$ cat src/rtl/rv_mem_pkg.sv
// Shared types and constants for the unified-memory arbiter and its helpers.
//   state_e : arbiter FSM states
//   owner_e : which CPU port owns the transaction in flight
//   ERR_DATA_DEFAULT : read data returned to a port whose transaction timed out
package rv_mem_pkg;

  typedef enum logic [1:0] {
    IDLE = 2'd0,
    REQ  = 2'd1,
    RESP = 2'd2
  } state_e;

  typedef enum logic [1:0] {
    NONE  = 2'd0,
    FETCH = 2'd1,
    DATA  = 2'd2
  } owner_e;

  localparam logic [31:0] ERR_DATA_DEFAULT = 32'hDEADBEEF;

endpackage

$ cat src/rtl/rv_mem_timeout.sv
// Loadable cycle counter with clear/enable and an expire flag.
// expire is high while enabled and the count sits at TIMEOUT_CYC-1.
// TIMEOUT_CYC = 0 disables the counter entirely (expire never asserts).
// Ports:
//   clk, reset       : clock, synchronous active-low reset
//   clear            : force count to zero (highest priority)
//   load, load_val   : load an arbitrary start count
//   enable           : count one step per cycle
//   expire           : terminal count reached while enabled
module rv_mem_timeout #(
  parameter int unsigned TIMEOUT_CYC = 64,
  localparam int unsigned CNT_W = (TIMEOUT_CYC < 2) ? 1 : $clog2(TIMEOUT_CYC)
) (
  input  logic             clk,
  input  logic             reset,
  input  logic             clear,
  input  logic             load,
  input  logic [CNT_W-1:0] load_val,
  input  logic             enable,
  output logic             expire
);

  localparam bit               ENABLED = (TIMEOUT_CYC != 0);
  localparam logic [CNT_W-1:0] LAST    = CNT_W'(ENABLED ? TIMEOUT_CYC - 1 : 0);

  logic [CNT_W-1:0] count;

  // Holds at LAST rather than wrapping so a stuck owner keeps seeing expire.
  always_ff @(posedge clk) begin
    if (!reset) begin
      count <= '0;
    end else if (clear) begin
      count <= '0;
    end else if (load) begin
      count <= load_val;
    end else if (enable && ENABLED && (count != LAST)) begin
      count <= count + 1'b1;
    end
  end

  assign expire = ENABLED && enable && (count == LAST);

endmodule

$ cat src/rtl/rv_mem_arbiter.sv
// Shares one single-ported memory between the CPU fetch port and data port.
// IDLE arbitrates and latches the winning request, REQ presents it to memory
// until accepted, RESP waits for read data. Fetch is forced after
// STARVE_LIMIT consecutive data grants; a transaction stuck for TIMEOUT_CYC
// cycles is aborted with ERR_DATA and a bus_err pulse.
// Ports:
//   clk, reset                          : clock, synchronous active-low reset
//   if_req/if_addr -> if_rdata/if_done/if_stall : fetch port
//   d_rd/d_wr/d_addr/d_wdata/d_wstrb -> d_rdata/d_done/d_stall : data port
//   mem_valid/mem_we/mem_addr/mem_wdata/mem_wstrb : latched memory request
//   mem_ready/mem_rvalid/mem_rdata      : memory handshake and read data
//   bus_err                             : one-cycle pulse on timeout abort
module rv_mem_arbiter
  import rv_mem_pkg::*;
#(
  parameter int unsigned STARVE_LIMIT = 4,
  parameter int unsigned TIMEOUT_CYC  = 64,
  parameter logic [31:0] ERR_DATA     = ERR_DATA_DEFAULT
) (
  input  logic        clk,
  input  logic        reset,
  input  logic        if_req,
  input  logic [31:0] if_addr,
  output logic [31:0] if_rdata,
  output logic        if_done,
  output logic        if_stall,
  input  logic        d_rd,
  input  logic        d_wr,
  input  logic [31:0] d_addr,
  input  logic [31:0] d_wdata,
  input  logic [3:0]  d_wstrb,
  output logic [31:0] d_rdata,
  output logic        d_done,
  output logic        d_stall,
  output logic        mem_valid,
  output logic        mem_we,
  output logic [31:0] mem_addr,
  output logic [31:0] mem_wdata,
  output logic [3:0]  mem_wstrb,
  input  logic        mem_ready,
  input  logic        mem_rvalid,
  input  logic [31:0] mem_rdata,
  output logic        bus_err
);

  localparam int unsigned         STREAK_W   = (STARVE_LIMIT < 1) ? 1 : $clog2(STARVE_LIMIT + 1);
  localparam logic [STREAK_W-1:0] STREAK_MAX = STREAK_W'(STARVE_LIMIT);

  state_e              state;
  owner_e              owner;
  logic [STREAK_W-1:0] streak;
  logic [31:0]         if_rdata_q;
  logic [31:0]         d_rdata_q;

  logic d_pend;
  logic grant_data;
  logic wr_cmpl;
  logic rd_cmpl;
  logic cmpl;
  logic tmo_expire;
  logic abort;
  logic finish;

  rv_mem_timeout #(
    .TIMEOUT_CYC (TIMEOUT_CYC)
  ) u_timeout (
    .clk      (clk),
    .reset    (reset),
    .clear    (state == IDLE),
    .load     (1'b0),
    .load_val ('0),
    .enable   (state != IDLE),
    .expire   (tmo_expire)
  );

  assign d_pend     = d_rd | d_wr;
  // Data wins unless fetch is waiting and has already been passed over
  // STARVE_LIMIT times in a row.
  assign grant_data = d_pend && (!if_req || (streak < STREAK_MAX));

  // mem_rvalid only counts in RESP, so a response overlapping the
  // REQ->RESP transition or arriving in IDLE is ignored.
  assign wr_cmpl = (state == REQ) && mem_ready && mem_we;
  assign rd_cmpl = (state == RESP) && mem_rvalid;
  assign cmpl    = wr_cmpl || rd_cmpl;
  // A completion on the expiry cycle wins over the abort.
  assign abort   = tmo_expire && !cmpl;
  assign finish  = reset && (cmpl || abort);

  assign if_done  = finish && (owner == FETCH);
  assign d_done   = finish && (owner == DATA);
  assign bus_err  = reset && abort;
  assign if_stall = if_req & ~if_done;
  assign d_stall  = d_pend & ~d_done;

  assign if_rdata = !if_done ? if_rdata_q : (abort ? ERR_DATA : mem_rdata);
  assign d_rdata  = (d_done && abort)   ? ERR_DATA  :
                    (d_done && rd_cmpl) ? mem_rdata : d_rdata_q;

  always_ff @(posedge clk) begin
    if (!reset) begin
      state      <= IDLE;
      owner      <= NONE;
      streak     <= '0;
      mem_valid  <= 1'b0;
      mem_we     <= 1'b0;
      mem_addr   <= '0;
      mem_wdata  <= '0;
      mem_wstrb  <= '0;
      if_rdata_q <= '0;
      d_rdata_q  <= '0;
    end else begin
      if (if_done) if_rdata_q <= if_rdata;
      if (d_done)  d_rdata_q  <= d_rdata;

      case (state)
        IDLE: begin
          if (grant_data) begin
            owner     <= DATA;
            mem_valid <= 1'b1;
            mem_we    <= d_wr;
            mem_addr  <= d_addr;
            mem_wdata <= d_wdata;
            mem_wstrb <= d_wr ? d_wstrb : 4'b0000;
            state     <= REQ;
            if (!if_req)                streak <= '0;
            else if (streak != STREAK_MAX) streak <= streak + 1'b1;
          end else if (if_req) begin
            owner     <= FETCH;
            mem_valid <= 1'b1;
            mem_we    <= 1'b0;
            mem_addr  <= if_addr;
            mem_wdata <= '0;
            mem_wstrb <= 4'b0000;
            state     <= REQ;
            streak    <= '0;
          end
        end

        REQ: begin
          if (abort) begin
            mem_valid <= 1'b0;
            owner     <= NONE;
            state     <= IDLE;
          end else if (mem_ready) begin
            mem_valid <= 1'b0;
            if (mem_we) begin
              owner <= NONE;
              state <= IDLE;
            end else begin
              state <= RESP;
            end
          end
        end

        RESP: begin
          if (rd_cmpl || abort) begin
            owner <= NONE;
            state <= IDLE;
          end
        end

        default: begin
          owner     <= NONE;
          mem_valid <= 1'b0;
          state     <= IDLE;
        end
      endcase
    end
  end

endmodule

$ cat config.mk
export PLATFORM = sky130hd
export DESIGN_NAME = rv_mem_arbiter
export DESIGN_NICKNAME = d
export VERILOG_FILES = /design/src/rtl/rv_mem_pkg.sv /design/src/rtl/rv_mem_timeout.sv /design/src/rtl/rv_mem_arbiter.sv
export SDC_FILE = /design/constraint.sdc
export NUM_CORES = 1
export LEC_CHECK = 0
export ABC_AREA = 1
export CAP_MARGIN = 20
export CORE_MARGIN = 2
export CORE_UTILIZATION = 32
export DETAILED_ROUTE_END_ITERATION = 6
export DONT_BUFFER_PORTS = 1
export GPL_ROUTABILITY_DRIVEN = 0
export MAX_ROUTING_LAYER = met4
export PLACE_DENSITY = 0.46
export RECOVER_POWER = 50
export SYNTH_ARGS = -nofsm -noshare
export SYNTH_HDL_FRONTEND = slang
export SYNTH_SLANG_ARGS = --single-unit
$ cat constraint.sdc
create_clock -name clk -period 1.8 [get_ports clk]
set_input_delay 0.36 -clock clk [delete_from_list [all_inputs] [get_ports clk]]
set_output_delay 0.36 -clock clk [all_outputs]
set_load 0.05 [all_outputs]
==> flow_summary.json, run 1 <==
{
  "drtAntennaViolNets": 0,
  "hold_depth": 2,
  "initial_core_util_pct": 32.6,
  "outcome": "finished, violations left",
  "pwr-share-seq_pct": 48.7,
  "grt_antenna_before_repair": 0,
  "drive_gt1_share_pct": 38.1,
  "critPathCaptureType": "output pin",
  "leakagePower_nw": 4.17,
  "postSynthNetCount": 1040,
  "synthesis.instances": 898,
  "overflow": 0,
  "via_per_inst": 5.00,
  "rsz0062_at_grt": "true",
  "io_pins": 278,
  "synthesis.area_um2": 6340,
  "drv_slew": 0,
  "die_w_um": 145,
  "clkSinkCount": 147,
  "timing.fmax_mhz": 396,
  "drt_iter0_markers": 244,
  "setup_viol": 83,
  "ys_seq_area_share_pct": 46.4,
  "grt_pass1_vias": 6068,
  "clockBufferDepth": 2,
  "finalHoldViolations": 0,
  "avgSynthCellArea_um2": 7.07,
  "coreArea_um2": 19500,
  "vias": 6208,
  "hold_end": "d_rdata_q[24]",
  "reg2regPathDepth": 14,
  "start_kind": "flop",
  "root_buffer": "clkbuf_16",
  "drc_errors": 0,
  "min_period_over_period_pct": 140,
  "hold_class": "in -> reg",
  "areaGrowthSynthToFinish_pct": 53.3,
  "post-route-util_pct": 50.0,
  "synth-seq-cells": 147,
  "cts.htree.levels": 4,
  "regToRegEndpoint": "if_rdata_q[2]",
  "num_rows": 51,
  "setup_ws_ns": -0.722,
  "cts_buffers": 17,
  "ir_drop_v": 0.000661,
  "firstDrtPassIters": 5,
  "clk_pin_slew_ns": 0.07,
  "critPathMaxFanout": 6,
  "required_ns": 1.44,
  "diodes": 0,
  "fill_cells": 1845,
  "grt.total_usage_pct": 20.1,
  "yosys_warnings": 0,
  "p_int_w": 0.00579,
  "finalNetCount": 1107,
  "post-route-cell-area_um2": 9720,
  "finalPower_w": 0.00885,
  "synth.area.top_cells": "dfxtp_1, nand2_1, a21oi_1",
  "hp-start": "reset",
  "synth_top_area_cell": "dfxtp_1",
  "grt_max_degree": 59,
  "dp_hpwl_mm": 13.7,
  "r2r_slack_ns": -0.19,
  "grt_pass1_wl_mm": 31.5,
  "tightest_slew_ns": 0.668,
  "wl_per_cell_um": 17.2,
  "slew_headroom_pct": 55.5,
  "routed_wl_mm": 21.3,
  "timing.rr.start": "u_timeout.count[0]",
  "worstSkewPairLatency_ns": 0.42,
  "violations": "setup timing",
  "postPlaceCellArea_um2": 7760,
  "fin_worst_skew_ns": 0.00977,
  "clockPowerShare_pct": 38.3,
  "timing.final.crit_period_ns": 2.52,
  "path_class": "reg -> out",
  "numPortBuffers": 0,
  "p_sw_w": 0.00307,
  "tritoncts": "done",
  "dp_slack_ns": -0.324,
  "power_frac_comb_pct": 13.1,
  "die-area_um2": 21000,
  "arrival_ns": 2.16,
  "power_switching_share_pct": 34.7,
  "pwr_density_cell_nw_per_um2": 910,
  "synth.distinct_cells": 29,
  "dieHeight_um": 145,
  "cap_violations": 0,
  "synth_top_area_share_pct": 46.4
}
## cell families after synthesis
group / count (synthesis) / share of synthesized area, %
fa+ha+maj: 3 / 0.592
flops: 147 / 46.4
simple gates: 384 / 25.2
buf+inv: 165 / 10.6
compound gates: 199 / 17.2
## how the worst max path moves through the flow
stage	cells past startpoint	slack (ns)	start	end
2_1_floorplan	12	-0.32	u_timeout.count[1]	d_rdata[0]
4_1_cts	10	-0.77	u_timeout.count[1]	d_rdata[14]
5_1_grt	12	-0.84	u_timeout.count[0]	d_rdata[31]
3_5_place_dp	10	-0.32	u_timeout.count[1]	d_rdata[22]
6_report	12	-0.72	u_timeout.count[0]	d_rdata[2]
3_3_place_gp	10	-0.30	u_timeout.count[1]	d_rdata[14]
## worst max-delay path, stage by stage (launching register included)
cell and delay [ns]:
dfxtp_2 0.36, ha_4 0.16, nand2_4 0.06, nor2_4 0.11
nand3_4 0.11, nand2_4 0.08, nand4_4 0.12, buf_12 0.18
clkbuf_16 0.16, nand2_4 0.06, nand2_4 0.04, nor2_4 0.15
clkinv_4 0.14
## repair_timing
item,CTS,global route
setup buffers,17,15
resized for setup,111,128
hold buffers,0,0
endpoints found under the setup margin,102,137
pin swaps,11,32
cloned,8,8
## per-layer routing
metal	track usage, %	vias to the layer above	wire length, um	part of all wire [%]
li1	-	3002	-	-
met3	5.00	37	1650	7.7
met1	23.6	2925	8440	40
met4	7.46	0	598	2.8
met5	-	-	0	0
met2	33.2	244	10600	50
## flip-flops by register name (all words and copies together) (netlist names), 2 cells and up
name             count
d_rdata_q           32
if_rdata_q          32
mem_addr            32
mem_wdata           32
u_timeout.count      6
mem_wstrb            4
streak               3
owner                2
state                2
## power groups by stage
stage	clock network [W]	logic [W]	registers (W)
6_report	0.00339	0.00116	0.00431
5_1_grt	0.00363	0.00129	0.00433
4_1_cts	0.00348	0.00114	0.00431
3_5_place_dp	0	0.00107	0.00437
3_3_place_gp	0	0.00104	0.00437
2_1_floorplan	0	0.000766	0.00433
## cells in the final DEF (no fill, tap or decap), types with 3 or more instances in the layout
cell type,Yosys,layout
a21oi_1,124,113
a21oi_2,0,3
a21oi_4,1,9
a32oi_1,3,3
buf_12,0,21
buf_16,0,4
buf_4,3,33
buf_6,2,25
buf_8,0,7
clkbuf_16,0,22
clkbuf_2,0,4
clkinv_4,1,22
clkinvlp_4,0,5
dfxtp_1,147,142
dfxtp_2,0,3
inv_1,106,50
inv_2,0,5
inv_4,0,27
inv_6,0,7
nand2_1,200,141
nand2_2,4,25
nand2_4,1,31
nand2_8,0,8
nand3_1,7,6
nand4_1,34,34
nor2_1,129,70
nor2_2,1,26
nor2_4,3,37
o21ai_0,43,37
o21ai_4,0,32
## cell usage after synthesis
master    number
or2_2          1
nand4_2        1
a21oi_1      124
nand2_4        1
buf_4          3
buf_1          9
a211oi_1       1
nand2_1      200
a32oi_1        3
nor3_1         2
ha_1           3
buf_2         19
clkinv_4       1
clkinv_1       2
nand3_2        1
o21ai_2       19
clkbuf_1      23
dfxtp_1      147
buf_6          2
a21oi_4        1
o21ai_1        8
nor2_4         3
o21ai_0       43
nor2_1       129
nand3_1        7
nand4_1       34
nand2_2        4
inv_1        106
nor2_2         1
## through the flow
step	TNS (ns)	instances	hold WS (ns)
after floorplan	-14.73	898	0.437
after global placement	-16.59	1173	0.457
after detailed placement	-18.28	1173	0.470
after CTS	-49.27	1229	0.0425
after global routing	-57.93	1242	0.0591
final	-45.03	1242	0.0717
## final cells by class
class                   instances  area (um^2)  share of cell area [%]
multi-input cells             586         3880                    39.9
repair inverters                3         62.6                   0.643
flip-flops and latches        147         2950                    30.4
inverters                     109          617                    6.34
clock inverters                13          128                    1.31
well taps                     265          332                    3.41
repair buffers                101         1320                    13.6
clock buffers                  18          429                    4.41
No activity file was read; power rests on OpenSTA's default activity.
==> run 2, diff against run 1 <==
==> constraint.sdc (replaced) <==
create_clock -name clk -period 1.8 [get_ports clk]
set_input_delay 0.36 -clock clk [delete_from_list [all_inputs] [get_ports clk]]
set_output_delay 0.36 -clock clk [all_outputs]
set_load 0.1 [all_outputs]
==> run 2 against run 1 <==
The run still ends with setup timing left. Core utilization rose by 8.5 points. Final area rose by 17%. Total power rose by 11%. Worst hold slack got worse by 0.0038 ns. Combinational power rose by 150%. Routed wire length rose by 3.9%. Critical path depth did not move. Flip-flop and latch count did not move. Count of clock-buffer cells in the layout did not move. Sequential power fell by 17%. Maximum frequency fell by 6.9%. Largest cell class unchanged. Highest routed layer unchanged.
==> flow_summary.json, run 2 (same netlist as run 1, synthesis figures left out) <==
{
  "drive_gt1_share_pct": 45.5,
  "regToRegEndpoint": "if_rdata_q[31]",
  "diodes": 0,
  "fill_cells": 1737,
  "die-area_um2": 21000,
  "grt.total_usage_pct": 20.8,
  "cts.htree.levels": 4,
  "finalHoldViolations": 0,
  "worstSkewPairLatency_ns": 0.43,
  "timing.rr.start": "u_timeout.count[0]",
  "setup_viol": 112,
  "drv_slew": 0,
  "drt_iter0_markers": 266,
  "clockBufferDepth": 2,
  "grt_antenna_before_repair": 0,
  "violations": "setup timing",
  "num_rows": 51,
  "tightest_slew_ns": 0.922,
  "slew_headroom_pct": 38.5,
  "hold_end": "d_rdata_q[22]",
  "die_w_um": 145,
  "tns_ns": -63.30,
  "dp.cells": 1320,
  "timing.final.crit_period_ns": 2.71,
  "ir_drop_v": 0.000713,
  "vias": 6816,
  "grt_pass1_vias": 6772,
  "routed_wl_mm": 22.2,
  "fin_worst_skew_ns": 0.0119,
  "clkSinkCount": 147,
  "leakagePower_nw": 4.84,
  "initial_core_util_pct": 32.6,
  "coreArea_um2": 19500,
  "final_cell_mix": "nand2_1, dfxtp_1, a21oi_1",
  "numPortBuffers": 0,
  "overflow": 0,
  "final_common_cell": "nand2_1",
  "start_kind": "flop",
  "path_class": "reg -> out",
  "min_period_over_period_pct": 151,
  "timing.fmax_mhz": 369,
  "pwr_density_cell_nw_per_um2": 866,
  "via_per_inst": 4.85,
  "grt_max_degree": 72,
  "dieHeight_um": 145,
  "root_buffer": "clkbuf_16",
  "clk_pin_slew_ns": 0.06,
  "finalNetCount": 1270,
  "grt_pass1_wl_mm": 33.1,
  "cts_buffers": 17,
  "reg2regPathDepth": 16,
  "firstDrtPassIters": 4,
  "outcome": "finished, violations left",
  "dp_hpwl_mm": 15.0,
  "required_ns": 1.44,
  "cap_violations": 0,
  "hold_class": "in -> reg",
  "drc_errors": 0,
  "critPathMaxFanout": 7,
  "drtAntennaViolNets": 0,
  "io_pins": 278,
  "final_cells": 1405,
  "critPathCaptureType": "output pin",
  "wl_per_cell_um": 15.8,
  "arrival_ns": 2.35,
  "tritoncts": "done",
  "areaGrowthSynthToFinish_pct": 79.5,
  "r2r_slack_ns": -0.48,
  "rsz0062_at_grt": "true",
  "setup_ws_ns": -0.909,
  "hold_depth": 2,
  "hp-start": "reset"
}
==> run 2: final cells by class <==
type                    instances  area (um^2)  share of cell area [%]
repair buffers                266         3130                    27.5
well taps                     265          332                    2.91
multi-input cells             587         3770                    33.1
clock inverters                13          123                    1.08
clock buffers                  18          439                    3.86
flip-flops and latches        147         2950                    25.9
inverters                     109          646                    5.67
==> run 2: what timing repair did <==
item / in CTS / in global routing
hold endpoints to repair: 0 / 0
cloned: 7 / 4
hold buffers: 0 / 0
resized for setup: 109 / 89
pin swaps: 25 / 19
endpoints found under the setup margin: 119 / 136
setup buffers: 31 / 24
==> run 2: routing by layer <==
layer  GRT usage (%)  up-vias  routed length [um]
met5               -        -                   0
met4            6.75        0                 371
met3            5.33       28                1490
met2            36.5      238               11500
met1            23.1     3234                8760
li1                -     3316                   -
==> run 2: worst max-delay path by stage <==
stage	start	endpoint	slack, ns	cells after the start
6_report	u_timeout.count[0]	if_rdata[3]	-0.91	12
5_1_grt	u_timeout.count[0]	if_rdata[9]	-1.01	12
4_1_cts	u_timeout.count[0]	if_rdata[8]	-0.90	12
3_5_place_dp	u_timeout.count[1]	d_rdata[13]	-0.53	12
3_3_place_gp	u_timeout.count[1]	d_rdata[9]	-0.46	12
2_1_floorplan	u_timeout.count[1]	d_rdata[13]	-0.77	12
==> run 2: critical path: stages, from the launching register on <==
cell,delay (ns)
dfxtp_2,0.36
ha_4,0.15
nand2_4,0.05
nor2_4,0.10
nand3_4,0.08
buf_6,0.14
a21oi_4,0.15
buf_12,0.16
buf_12,0.13
nand4_1,0.12
o21ai_2,0.14
clkinvlp_4,0.15
buf_12,0.18
==> run 2: through the flow <==
step / hold slack, ns / util (%) / power, W / setup WS, ns / cell area (um^2)
after CTS: 0.0412 / 56.6 / 0.0101 / -0.899 / 11000
after detailed placement: 0.458 / 49.2 / 0.00657 / -0.525 / 9570
after global placement: 0.453 / 49.2 / 0.00652 / -0.461 / 9570
after global routing: 0.0585 / 58.5 / 0.0102 / -1.01 / 11400
final: 0.0680 / 58.5 / 0.00986 / -0.909 / 11400
after floorplan: 0.437 / - / 0.00588 / -0.773 / 7010
==> run 2: power breakdown <==
| group | internal, W | switching, W | total [W] |
|---|---|---|---|
| Clock | 0.00195 | 0.00146 | 0.00341 |
| Sequential | 0.00348 | 0.0000772 | 0.00356 |
| Combinational | 0.000567 | 0.00233 | 0.00290 |
==> run 3, diff against run 2 <==
--- a/config.mk
+++ b/config.mk
@@ -15,6 +15,7 @@
 export MAX_ROUTING_LAYER = met4
 export PLACE_DENSITY = 0.46
 export RECOVER_POWER = 50
+export SLEW_MARGIN = 25
 export SYNTH_ARGS = -nofsm -noshare
 export SYNTH_HDL_FRONTEND = slang
 export SYNTH_SLANG_ARGS = --single-unit
==> results of run 3 <==
No change in the layout: final DEF, timing and power equal those of run 2.
